--- src/rtl/dmem_arb_pkg.sv ---
// rtl/dmem_arb_pkg.sv - shared types and constants for the data-memory arbiter
//
// Purpose: lock-state encoding, requester count and port index type used by
//          dmem_arbiter and dmem_arb_select.
// Contents:
//   lock_state_t  LOCK_NONE / LOCK_OWN0 / LOCK_OWN1
//   NUM_REQ       number of requesters (2)
//   port_idx_t    index of a requester port
package dmem_arb_pkg;

  localparam int NUM_REQ = 2;

  typedef enum logic [1:0] {
    LOCK_NONE = 2'd0,
    LOCK_OWN0 = 2'd1,
    LOCK_OWN1 = 2'd2
  } lock_state_t;

  typedef logic port_idx_t;

endpackage

--- src/rtl/dmem_arb_select.sv ---
// rtl/dmem_arb_select.sv - combinational winner selection for the data-memory arbiter
//
// Purpose: picks at most one requester to grant this cycle from the requests,
//          the effective lock state and the tie-break pointer.
// Ports:
//   i_rst         reset active; forces no grant
//   i_req         per-port request
//   i_lock_state  effective lock state (already released if the owner let go)
//   i_rr_ptr      port that wins a tie when unlocked
//   o_gnt         one-hot (or zero) grant vector
module dmem_arb_select
  import dmem_arb_pkg::*;
(
  input  logic               i_rst,
  input  logic [NUM_REQ-1:0] i_req,
  input  lock_state_t        i_lock_state,
  input  port_idx_t          i_rr_ptr,
  output logic [NUM_REQ-1:0] o_gnt
);

  always_comb begin
    o_gnt = '0;
    if (!i_rst) begin
      unique case (i_lock_state)
        LOCK_OWN0: o_gnt[0] = i_req[0];
        LOCK_OWN1: o_gnt[1] = i_req[1];
        default: begin
          if (&i_req) begin
            o_gnt[i_rr_ptr] = 1'b1;
          end else begin
            // zero or one requester: it is already the one-hot answer
            o_gnt = i_req;
          end
        end
      endcase
    end
  end

endmodule

--- src/rtl/dmem_arbiter.sv ---
// rtl/dmem_arbiter.sv - two-requester arbiter for the shared data-memory port
//
// Purpose: shares the memory data port between the processor (port 0) and a
//          debug/loader master (port 1); one access per cycle, lock support for
//          atomic sequences, read data steered back one cycle after the grant.
// Build option: DMEM_ARB_ROUND_ROBIN_EN selects round-robin tie-breaking when
//          unlocked; otherwise port 0 always wins ties.
// Ports:
//   clk, rst                       clock, synchronous active-high reset
//   rN_req/we/lock/addr/wdata      requester N access
//   rN_gnt                         access accepted this cycle (combinational)
//   rN_rvalid, rN_rdata            read response, one cycle after the grant
//   mem_addr/we/wdata              memory data port request
//   mem_rdata                      memory read data (1-cycle latency)
module dmem_arbiter
  import dmem_arb_pkg::*;
#(
  parameter int ADDR_WIDTH = 32,
  parameter int DATA_WIDTH = 32
) (
  input  logic                  clk,
  input  logic                  rst,
  input  logic                  r0_req,
  input  logic                  r0_we,
  input  logic                  r0_lock,
  input  logic [ADDR_WIDTH-1:0] r0_addr,
  input  logic [DATA_WIDTH-1:0] r0_wdata,
  input  logic                  r1_req,
  input  logic                  r1_we,
  input  logic                  r1_lock,
  input  logic [ADDR_WIDTH-1:0] r1_addr,
  input  logic [DATA_WIDTH-1:0] r1_wdata,
  output logic                  r0_gnt,
  output logic                  r1_gnt,
  output logic                  r0_rvalid,
  output logic                  r1_rvalid,
  output logic [DATA_WIDTH-1:0] r0_rdata,
  output logic [DATA_WIDTH-1:0] r1_rdata,
  output logic [ADDR_WIDTH-1:0] mem_addr,
  output logic                  mem_we,
  output logic [DATA_WIDTH-1:0] mem_wdata,
  input  logic [DATA_WIDTH-1:0] mem_rdata
);

  lock_state_t        r_lock_state;
  lock_state_t        w_eff_state;
  lock_state_t        w_lock_next;
  logic               r_resp_valid;
  port_idx_t          r_resp_sel;
  port_idx_t          w_rr_ptr;
  port_idx_t          w_gnt_idx;
  logic [NUM_REQ-1:0] w_gnt;

  // An owner that neither requests nor holds lock releases immediately, so
  // the other port can be served in that same cycle.
  always_comb begin
    w_eff_state = r_lock_state;
    if (r_lock_state == LOCK_OWN0 && !r0_req && !r0_lock) w_eff_state = LOCK_NONE;
    if (r_lock_state == LOCK_OWN1 && !r1_req && !r1_lock) w_eff_state = LOCK_NONE;
  end

`ifdef DMEM_ARB_ROUND_ROBIN_EN
  port_idx_t r_rr_ptr;

  // After every grant the other port gets the next tie.
  always_ff @(posedge clk) begin
    if (rst) begin
      r_rr_ptr <= 1'b0;
    end else if (|w_gnt) begin
      r_rr_ptr <= ~w_gnt_idx;
    end
  end

  assign w_rr_ptr = r_rr_ptr;
`else
  assign w_rr_ptr = 1'b0;
`endif

  dmem_arb_select u_select (
    .i_rst        (rst),
    .i_req        ({r1_req, r0_req}),
    .i_lock_state (w_eff_state),
    .i_rr_ptr     (w_rr_ptr),
    .o_gnt        (w_gnt)
  );

  assign r0_gnt = w_gnt[0];
  assign r1_gnt = w_gnt[1];

  // Memory port mux; idles at zero when nobody is granted.
  always_comb begin
    mem_addr  = '0;
    mem_we    = 1'b0;
    mem_wdata = '0;
    w_gnt_idx = 1'b0;
    if (w_gnt[0]) begin
      mem_addr  = r0_addr;
      mem_we    = r0_we;
      mem_wdata = r0_wdata;
    end else if (w_gnt[1]) begin
      mem_addr  = r1_addr;
      mem_we    = r1_we;
      mem_wdata = r1_wdata;
      w_gnt_idx = 1'b1;
    end
  end

  // The granted access decides the lock; with no grant the effective state
  // (held or just released) carries over.
  always_comb begin
    w_lock_next = w_eff_state;
    if (w_gnt[0]) begin
      w_lock_next = r0_lock ? LOCK_OWN0 : LOCK_NONE;
    end else if (w_gnt[1]) begin
      w_lock_next = r1_lock ? LOCK_OWN1 : LOCK_NONE;
    end
  end

  always_ff @(posedge clk) begin
    if (rst) begin
      r_lock_state <= LOCK_NONE;
      r_resp_valid <= 1'b0;
      r_resp_sel   <= 1'b0;
    end else begin
      r_lock_state <= w_lock_next;
      r_resp_valid <= (|w_gnt) && !mem_we;
      if (|w_gnt) r_resp_sel <= w_gnt_idx;
    end
  end

  // Gating with rst drops a response whose data cycle coincides with reset.
  assign r0_rvalid = r_resp_valid && (r_resp_sel == 1'b0) && !rst;
  assign r1_rvalid = r_resp_valid && (r_resp_sel == 1'b1) && !rst;

  assign r0_rdata = mem_rdata;
  assign r1_rdata = mem_rdata;

endmodule

--- config.mk ---
export PLATFORM = sky130hd
export DESIGN_NAME = dmem_arbiter
export DESIGN_NICKNAME = d
export VERILOG_FILES = /design/src/rtl/dmem_arb_pkg.sv /design/src/rtl/dmem_arb_select.sv /design/src/rtl/dmem_arbiter.sv
export SDC_FILE = /design/constraint.sdc
export NUM_CORES = 1
export LEC_CHECK = 0
export BUFFER_PORTS_ARGS = -buffer_cell sky130_fd_sc_hd__buf_2
export CORE_AREA = 2 2 118 120
export CTS_CLUSTER_SIZE = 16
export DETAILED_ROUTE_END_ITERATION = 16
export DIE_AREA = 0 0 120 122
export PLACE_DENSITY = 0.42
export REMOVE_ABC_BUFFERS = 1
export SYNTH_ARGS = -nofsm -noshare
export SYNTH_HDL_FRONTEND = slang
export SYNTH_HIERARCHICAL = 1
export SYNTH_SLANG_ARGS = --single-unit
--- constraint.sdc ---
create_clock -name clk -period 7.51 [get_ports clk]
set_input_delay 1.1265 -clock clk [delete_from_list [all_inputs] [get_ports clk]]
set_output_delay 1.1265 -clock clk [all_outputs]
set_load 0.05 [all_outputs]
======== After elaboration in Yosys (flattened, before gate mapping) ========
Index checks and enable logic that the tools add are counted.
Widths: inputs -> output; s select.
word-level totals
  bits in registers ....................... 4
  output and inout port bits .............. 133
  input port bits ......................... 168
operators by class
  reductions and logical operators ........ 17
  bitwise logic cells ..................... 1
  equal/unequal tests ..................... 4
  mux-type cells .......................... 18
operator list
  cell                count
  $mux 32             4
  $mux 2              7
  $logic_and 1x1->1   9
  $logic_not 1->1     6
  $mux 1              5
  $eq 2x1->1 const B  2
  $eq 2x2->1 const B  2
  $pmux 1 s2          2
  $reduce_and 2->1    1
  $reduce_or 2->1     1
  $not 1->1           1

======== Logic depth before layout (Yosys ltp) ========
Gate-level depths: netlist of run 1.
  depth in word-level cells ............... 12
  depth in mapped cells ................... 10
  depth with buffers taken out ............ 7

======== Cells and area by module ========
Netlist of run 1, hierarchy kept.
by module, submodules not included
  module           sequential area each (um2)  times used  cells an instance  area an instance (um2)
  dmem_arbiter     80.1                        1           169                1367.6
  dmem_arb_select  0.0                         1           10                 85.1

======== Worst setup path before layout of run 1 ========
No wires, ideal clock.
  path type ............................... in2out
  from .................................... input port r1_req
  to ...................................... output port mem_addr[27]
  stages on the path ...................... 6
  path buffers ............................ 0
  arrival ................................. 4320 ps
  path slack .............................. 2063 ps
  cell sequence ........................... o31a_1 ha_1 and3b_1 nor4b_2 nand2_1 o21ai_0
on the way
  cells in the longest elaborated chain, start to end .. 9
  elaborated cells on any way between the ends .. 13
  classes of those cells .................. eq/ne (2); mux (7); reduce/logical (4)
ends and longest elaborated chain
  what                                             line                   RTL
  start: declaration                               dmem_arbiter.sv:28     input logic r1_req,
  $logic_not 1->1                                  dmem_arbiter.sv:59     if (r_lock_state == LOCK_OWN1 && !r1_req && !r1_lock) w_eff_state = LOCK_NONE;
  $logic_and 1x1->1 (2 in a row)                   dmem_arbiter.sv:59
  $mux 2                                           dmem_arbiter.sv:59
  $eq 2x2->1 / $eq 2x1->1 (equally long branches)  dmem_arb_select.sv:24  unique case (i_lock_state)
  $pmux 1 s2 (*)                                   dmem_arb_select.sv:24
  $mux 2 (*)                                       dmem_arb_select.sv:23  if (!i_rst) begin
  via r1_gnt                                       dmem_arbiter.sv:34     output logic r1_gnt,
  $mux 32 (*)                                      dmem_arbiter.sv:100    end else if (w_gnt[1]) begin
  $mux 32 (*)                                      dmem_arbiter.sv:96     if (w_gnt[0]) begin
  end: declaration                                 dmem_arbiter.sv:39     output logic [ADDR_WIDTH-1:0] mem_addr,
Mark *: on every way through the listed nets, which the timed path passes. The rest lies on a longest branch.

======== Worst setup path after layout of run 1 ========
  from .................................... input port r0_req
  to ...................................... output port mem_addr[9]
on the way
  cells in the longest elaborated chain, start to end .. 10
  elaborated cells on any way between the ends .. 14
  classes of those cells .................. eq/ne (2); mux (8); reduce/logical (4)
ends and longest elaborated chain
  what                                             line                   RTL
  start: declaration                               dmem_arbiter.sv:23     input logic r0_req,
  $logic_not 1->1 (*)                              dmem_arbiter.sv:58     if (r_lock_state == LOCK_OWN0 && !r0_req && !r0_lock) w_eff_state = LOCK_NONE;
  $logic_and 1x1->1 (*) (2 in a row)               dmem_arbiter.sv:58
  $mux 2 (*)                                       dmem_arbiter.sv:58
  $mux 2 (*)                                       dmem_arbiter.sv:59
  via w_eff_state[0]                               dmem_arbiter.sv:46     lock_state_t w_eff_state;
  $eq 2x2->1 / $eq 2x1->1 (equally long branches)  dmem_arb_select.sv:24
  $pmux 1 s2                                       dmem_arb_select.sv:24
  $mux 2 (*)                                       dmem_arb_select.sv:23
  $mux 32                                          dmem_arbiter.sv:100
  $mux 32 (*)                                      dmem_arbiter.sv:96
Marked as above.

==> results of run 1 <==
[flip-flops by register name, indices dropped and copies added (netlist names)]
register      cells
r_lock_state      2
r_resp_sel        1
r_resp_valid      1
[worst max-delay path: cells and delay by family]
family,cells,cell delay (ns)
adders and majority gates,1,0.26
AOI/OAI and AO/OA,2,0.56
buffers and inverters,4,1.00
and+or+nand+nor,3,1.09
[through the flow]
step	power, uW	instances	cell area [um^2]
finish	329	491	2220
global route	345	490	2220
CTS	332	490	2220
detailed placement	247	487	2140
global placement	246	487	2140
floorplan	176	101	867
[cells in the final DEF (no fill, tap or decap), types with 2 or more instances in the layout]
master,Yosys,layout
a22o_1,64,64
o31a_1,2,2
dfxtp_1,4,4
buf_4,65,2
o21bai_1,3,3
inv_1,5,5
a221oi_1,2,2
nand2_1,2,2
clkbuf_16,0,3
and3b_1,2,2
nor2_1,4,4
buf_2,3,204
conb_1,1,2
ha_1,2,2
[metal layers]
metal	part of all wire	wire, um	up-vias
li1	-	-	871
met2	0.38	3250	170
met3	0.16	1420	6
met5	0.0073	63	-
met4	0.0024	21	2
met1	0.45	3910	882
[cell type report]
type	instances	area [um^2]
timing repair buffer	206	1040
multi-input combinational	92	782
antenna	1	2.50
sequential	4	80.1
fill	1565	11300
tap	180	225
inverter	5	18.8
clock buffer	3	75.1
[path summary, 6_finish.rpt]
check                        from         endpoint  slack (ns)  depth (start not counted)
setup / recovery           r0_req      mem_addr[9]        2.28                         10
hold reg to reg   r_lock_state[1]  r_lock_state[1]        0.54                          2
hold / removal    r_lock_state[1]  r_lock_state[1]        0.54                          2
setup reg to reg  r_lock_state[0]     r_resp_valid        4.52                          7
[power breakdown]
part           internal (uW)  switching, uW  total (uW)
Sequential              22.8           1.24        24.1
Combinational           69.0            153         222
Clock                   68.0           14.9        82.9
Total                    160            169         329
[cells by family after synthesis]
logic type / after synthesis / synth area share
compound gates: 73 / 0.435
fa+ha+maj: 2 / 0.0172
buf+inv: 84 / 0.419
flops: 4 / 0.0551
other cells: 1 / 0.00258
simple gates: 15 / 0.0715
==> run summary, run 1 <==
The flow ran to the end, and the final reports show no timing, DRC or antenna violations. After synthesis, the cell types taking the most area are a22o_1 (39%), buf_4 (34%), dfxtp_1 (5.5%). The number of distinct library cells after synthesis is 23. The core footprint came out at 0.0135 mm^2. The maximum clock skew at final layout came out at 0.00413 ns. The largest net degree at the start of global routing is 75.

The worst setup path is captured at a primary output. The fraction of layout instances using a drive strength above 1 came out at 0.684. In this design, the critical path's most frequently occurring cell is buf_2. Dividing total power by cell area gives a power density of 148 mW/mm^2. The reported max-cap violation count came out at 0. Adding up every negative setup slack in the final design gives 0 ns.

The average wire length per cell after detail routing came out at 17.6 um. The register bit count reported by yosys is 4. The class of the worst hold path is register to register.

The overall die height came out at 122 um. Prior to clock tree synthesis, the placed netlist has a worst setup slack of 2.29 ns. The peak supply drop came out at 0.0760 mV.

The initial antenna violation count was 1. The most instantiated library cell after synthesis is buf_4. The number of placement rows is 43. The minimum setup slack in the final design came out at 2.28 ns.

The total number of H-tree levels is 1. The floorplan step set the die width to 120 um. In this run the post-CTS setup repair buffer count came out at 0. The leakage power summed over all cells came out at 0.00130 uW.

The first routing iteration left 76 violations. The count of input and output buffers is 204. The clock reaches the later pin of the worst-skew pair after 0.22 ns.

The critical path goes through buf_2 -> o31a_1 -> inv_1 -> ha_1 -> and3b_1 -> nor4b_2 -> nor2b_4 -> buf_4 -> a22o_1 -> buf_2. The time the worst path needs with I/O delays and setup came out at 5.23 ns. On the critical path, the stage with the largest delay is an instance of nor4b_2.

Setup violations remaining at the end of the flow were counted as 0. The number of global-route vias before repair is 1668. The total wire length after detailed routing came out at 8.66 mm.

The via count of the routed design is 1931. The cell area after synthesis came out at 0.00145 mm^2. The count of endpoints failing hold in the final timing report came out at 0. The fraction of the cycle the final worst path needs is 0.696. The TritonCTS buffer count is 3.

The hold buffer count at cts came out at 0. The delay of the slowest critical-path stage is 0.55 ns. The residual DRC count is 0.

The first global-routing pass estimated 11.0 mm of wire. The tree is rooted in a clkbuf_16. The worst path required time came out at 6.38 ns.

The floorplan step defined a die boundary enclosing 0.0146 mm^2. For this run, global-route usage on met2 was measured as 0.109. The share of synthesized area in the top cell type comes to 0.386. The global routing stage identified its most utilized layer as met1. a22o_1 takes more of the synthesized area than any other cell. Gates resized during post-CTS repair numbered 0. The relative area change from synthesis to final layout is 52.8%.

The sum of overflow across all layers after global routing is 0. In this run the remaining antenna-violating nets after routing total 0. The total of warnings raised by yosys is 6. The routability-driven placement congestion ratio is 0.686. The final net count is 482. The number of slew-limit violations in the final report came out at 0. The HPWL after detailed placement is 7.17 mm. The worst slew margin relative to its limit is 0.484. The most instantiated flip-flop cell in the synthesis netlist is dfxtp_1. The cell count after synthesis is 179. In the global route stage, met3 resource usage came out at 0.0885.

TritonCTS built the clock tree. The detailed-routing iteration count for the pre-antenna-repair pass came out at 4. By startpoint and endpoint, the worst setup path is classified as primary input to primary output. After synthesis, the mean cell area works out to 8.12 um^2. The worst-case hold slack is 0.536 ns.

The actual slew at the worst max-slew pin came out at 0.774 ns. The fraction of registers with async set or reset after synthesis is 0. The total global routing track utilization came out at 0.102.

The fraction of the yosys area taken by sequential cells is 0.0551. The number of synthesized flops with an enable pin is 0. Setup repair after global routing left no endpoint under its margin. After detailed routing, the number of vias per cell comes to 3.93. The arrival time at the worst endpoint is 4.10 ns.

The clock net sink count came out at 4. The number of buffers on the longest clock path came out at 2. In the synthesized netlist, the cells that appear most often are buf_4 (65), a22o_1 (64), buf_6 (6), clkbuf_1 (5), inv_1 (5). Derived from the worst setup path, the maximum achievable clock frequency is 191 MHz.

For this design the top-level I/O count stands at 301. The highest fanout seen on the critical path came out at 59. The effective utilization at floorplan came out at 0.108. The clock-pin slew on the worst setup and hold paths is 0.03 ns. The sort of element at the start of the critical path is a primary input. Once layout is complete, the utilization of the core stands at 0.164. In the global route stage, met1 resource usage came out at 0.143.
Note: power is estimated with default switching activity, not from simulation.
==> run 2: changes to the inputs <==
- ABC_AREA: unset -> 1
- PLACE_DENSITY: 0.42 -> 0.48
- clock period: 7.51 -> 5.2 ns (I/O delays scaled with it)
==> run 2 against run 1 <==
Effect of this change:
- clock power rose by 46%
- count of clock-buffer cells in the layout unchanged
- combinational power increased by 53%
- register-to-register slack got worse by 1.6 ns
- non-clock buffer count rose by 1
- die area unchanged
- sequential share of layout area down 0.69 points
- synthesized cell count up 87%
- sequential power grew 41%
- wire length up 5.8%
- setup slack got worse by 0.86 ns
- utilization increased by 3.9 points
- largest cell class is now multi-input gates
- largest power group unchanged
==> run summary, run 2 <==
The worst hold path begins at r_lock_state[0]. After detailed routing, the number of vias per cell comes to 3.83. The type of the worst setup path is primary input to primary output. The total wire length after detailed routing is 9.17 mm.

The category of the worst setup path capture point is a primary output. The die is 122 um tall. The core footprint is 0.0135 mm^2. The most used flip-flop cell after synthesis is dfxtp_1.

Setup repair after global routing left no endpoint under its margin. After detailed placement, the total cell area comes to 0.00267 mm^2. Along the worst path, the maximum fanout reaches 65.

The number of placement rows came out at 43. The residual DRC count came out at 0. Entering global routing, the biggest net connects 70 pins. 0 antenna diodes ended up in the layout.

The worst-case hold slack came out at 0.501 ns. The final net count is 630. Yosys attributes the largest share of cell area to buf_4 (25%), nand2_1 (25%), nand3_2 (24%). For the worst flop-to-flop path, the logic depth is 12. The library cell used most frequently in the layout, excluding fill and tap cells, is buf_2. Counting flops with a built-in enable in the synthesized netlist gives 0. The post-synthesis average cell area came out at 6.35 um^2.

The count of endpoints failing hold in the final timing report was 0. In this run the worst hold path is classified as register to register. The cell accounting for the most synthesized area is buf_4.

Compared with the post-synthesis result, the final layout area differs by 29.4%. After synthesis, the share of flip-flops with an asynchronous set or reset is 0. The fraction of layout instances using a drive strength above 1 came out at 0.590.

The worst slew margin relative to its limit is 0.393. The final standard cell area without fillers came out at 0.00275 mm^2. The register with the most flip-flops in the final layout is r_lock_state. The post-CTS resize count came out at 0. The clock-pin slew on the worst setup and hold paths came out at 0.03 ns. The power density over the cells is 180 mW/mm^2. The most critical setup path has its startpoint at r0_req. CTS placed an instance of clkbuf_16 at the clock tree root. The run finished with clean final reports. The fraction of the cycle the final worst path needs came out at 0.725. The critical path runs through a total of 13 cells.

The I/O pin total is 301. The peak supply drop came out at 0.0696 mV. The area of the die is 0.0146 mm^2. The actual slew at the worst max-slew pin is 0.911 ns. Before antenna repair, the detailed router went through 4 iterations. The floorplan die width came out at 120 um. The synthesized design contains 4 register bits. The fraction of the yosys area taken by sequential cells is 0.0378. The sum of overflow across all layers after global routing came out at 0. The hold buffer count at cts is 0. The fmax came out at 265 MHz.

The via count of the routed design came out at 2444. In the final layout, the registers with the most flip-flops are r_lock_state: 2 flops, r_resp_sel: 1 flops, r_resp_valid: 1 flops. The number of DRC markers in iteration 0 came out at 153. The average wire length per cell after detail routing came out at 14.4 um. Yosys instantiated no cell more often than nand2_1. The number of global-route vias before repair is 2109.

Across every metal layer, demand over resource in global routing totals 0.110. The clock net sink count came out at 4. The CTS tree is done. The number of nets with antenna violations after routing came out at 0. The routability-driven placement congestion ratio came out at 0.705.

The number of slew-limit violations in the final report came to 0. The clock network latency to the later pin of the worst-skew pair came out at 0.23 ns. Counting instances, the worst hold path has a depth of 2. The reported max-cap violation count came out at 0.

The flip-flop count of the largest register after layout is 2. The HPWL after detailed placement is 7.34 mm. In the layout the commonest cells are buf_2 (204), nand2_1 (140), nand3_2 (51). The total of warnings raised by yosys came out at 6.

The number of buffers on the longest clock path came out at 2. The maximum clock skew at final layout came out at 0.000972 ns. Buffers added to address setup during post-CTS repair amount to 0. The cell count after synthesis is 334.

The arrival time at the worst endpoint came out at 2.99 ns. The final setup violation count is 0. The worst path required time came out at 4.42 ns. Clock tree synthesis inserted a total of 3 buffers. The worst register-to-register path begins at r_lock_state[1].

Of the post-synthesis cell area, the dominant cell type holds 0.248. The delay of the slowest critical-path stage came out at 0.64 ns. The number of distinct library cells after synthesis came out at 23. The most numerous cell type found on the critical path is nand2_1.

CTS built an H-tree with a depth of 1. The first global-routing pass estimated 12.4 mm of wire. For this design, the slowest cell found on the critical path is inv_4. The worst setup path is launched from a primary input. The time the worst path needs with I/O delays and setup is 3.77 ns.

Together, buffers and inverters on the worst path number 5. The initial antenna violation count came out at 0. In the synthesized netlist, the cells that appear most often are nand2_1 (140), buf_4 (70), nand3_2 (51), nand3_1 (15), inv_1 (13).

The initial utilization of the core area, before any placement, comes to 0.157. Buffers placed on the I/O ports in this run total 204. After synthesis the cells add up to 0.00212 mm^2. Walking the worst path, the cells encountered are buf_2 -> nor2_1 -> a21oi_1 -> inv_1 -> ha_1 -> inv_1 -> nand2_1 -> nand2_1 -> nor2_4 -> inv_4 -> nand3_1 -> nand2_1 -> buf_2.

In this design, the largest share of critical-path delay is due to buffers and inverters. The leakage power summed over all cells came out at 0.00167 uW.
[run 2: cell type report]
cell class | count | area [um^2]
tap | 180 | 225
inverter | 15 | 58.8
sequential | 4 | 80.1
timing repair buffer | 207 | 1040
multi-input combinational | 229 | 1260
clock buffer | 3 | 75.1
fill | 1563 | 10800
[run 2: metrics by stage]
step	total power (uW)	TNS (ns)	instances	setup WS, ns	utilization
3_5_place_dp	376	0	635	1.41	0.198
6_report	495	0	638	1.43	0.203
4_1_cts	499	0	638	1.40	0.203
2_1_floorplan	271	-125.80	248	-1.95	-
5_1_grt	522	0	638	1.16	0.203
3_3_place_gp	377	0	635	1.42	0.198
[run 2: report_power, final]
| part | switching, uW | leakage, uW | total [uW] | internal (uW) |
|---|---|---|---|---|
| clock network | 22.9 | 0.0000370 | 121 | 98.4 |
| registers | 1.21 | 0.0000327 | 34.1 | 32.9 |
| logic | 247 | 0.00160 | 340 | 93.1 |
[run 2: worst register-to-register path, stage by stage, from the launching register on]
cell and delay, ns:
dfxtp_1 0.33, nor2_1 0.07, a21oi_1 0.18, inv_1 0.07, ha_1 0.30, inv_1 0.10
nand2_1 0.07, nand2_1 0.10, nor2_4 0.05, inv_4 0.64, nand3_2 0.14, nand2_2 0.11
nor3_2 0.04
[run 2: path summary, 6_finish.rpt]
kind                          end  slack, ns
setup reg to reg     r_resp_valid       2.89
hold reg to reg   r_lock_state[0]       0.50
setup / recovery     mem_wdata[0]       1.43
hold / removal    r_lock_state[0]       0.50
[run 2: layer usage]
layer | GRT usage | vias up | share of wire
met2 | 0.136 | 194 | 0.38
met5 | 0.0417 | - | 0.0058
met3 | 0.0936 | 6 | 0.19
met4 | 0.0110 | 2 | 0.0029
li1 | - | 1222 | -
met1 | 0.143 | 1020 | 0.42
[run 2: cell families (layout without fill, tap and decap cells)]
family,Yosys count,after routing,synth area share
fa+ha+maj,2,2,0.0118
compound gates,5,5,0.0147
other cells,1,2,0.00177
buf+inv,102,225,0.376
simple gates,220,220,0.558
flops,4,4,0.0378
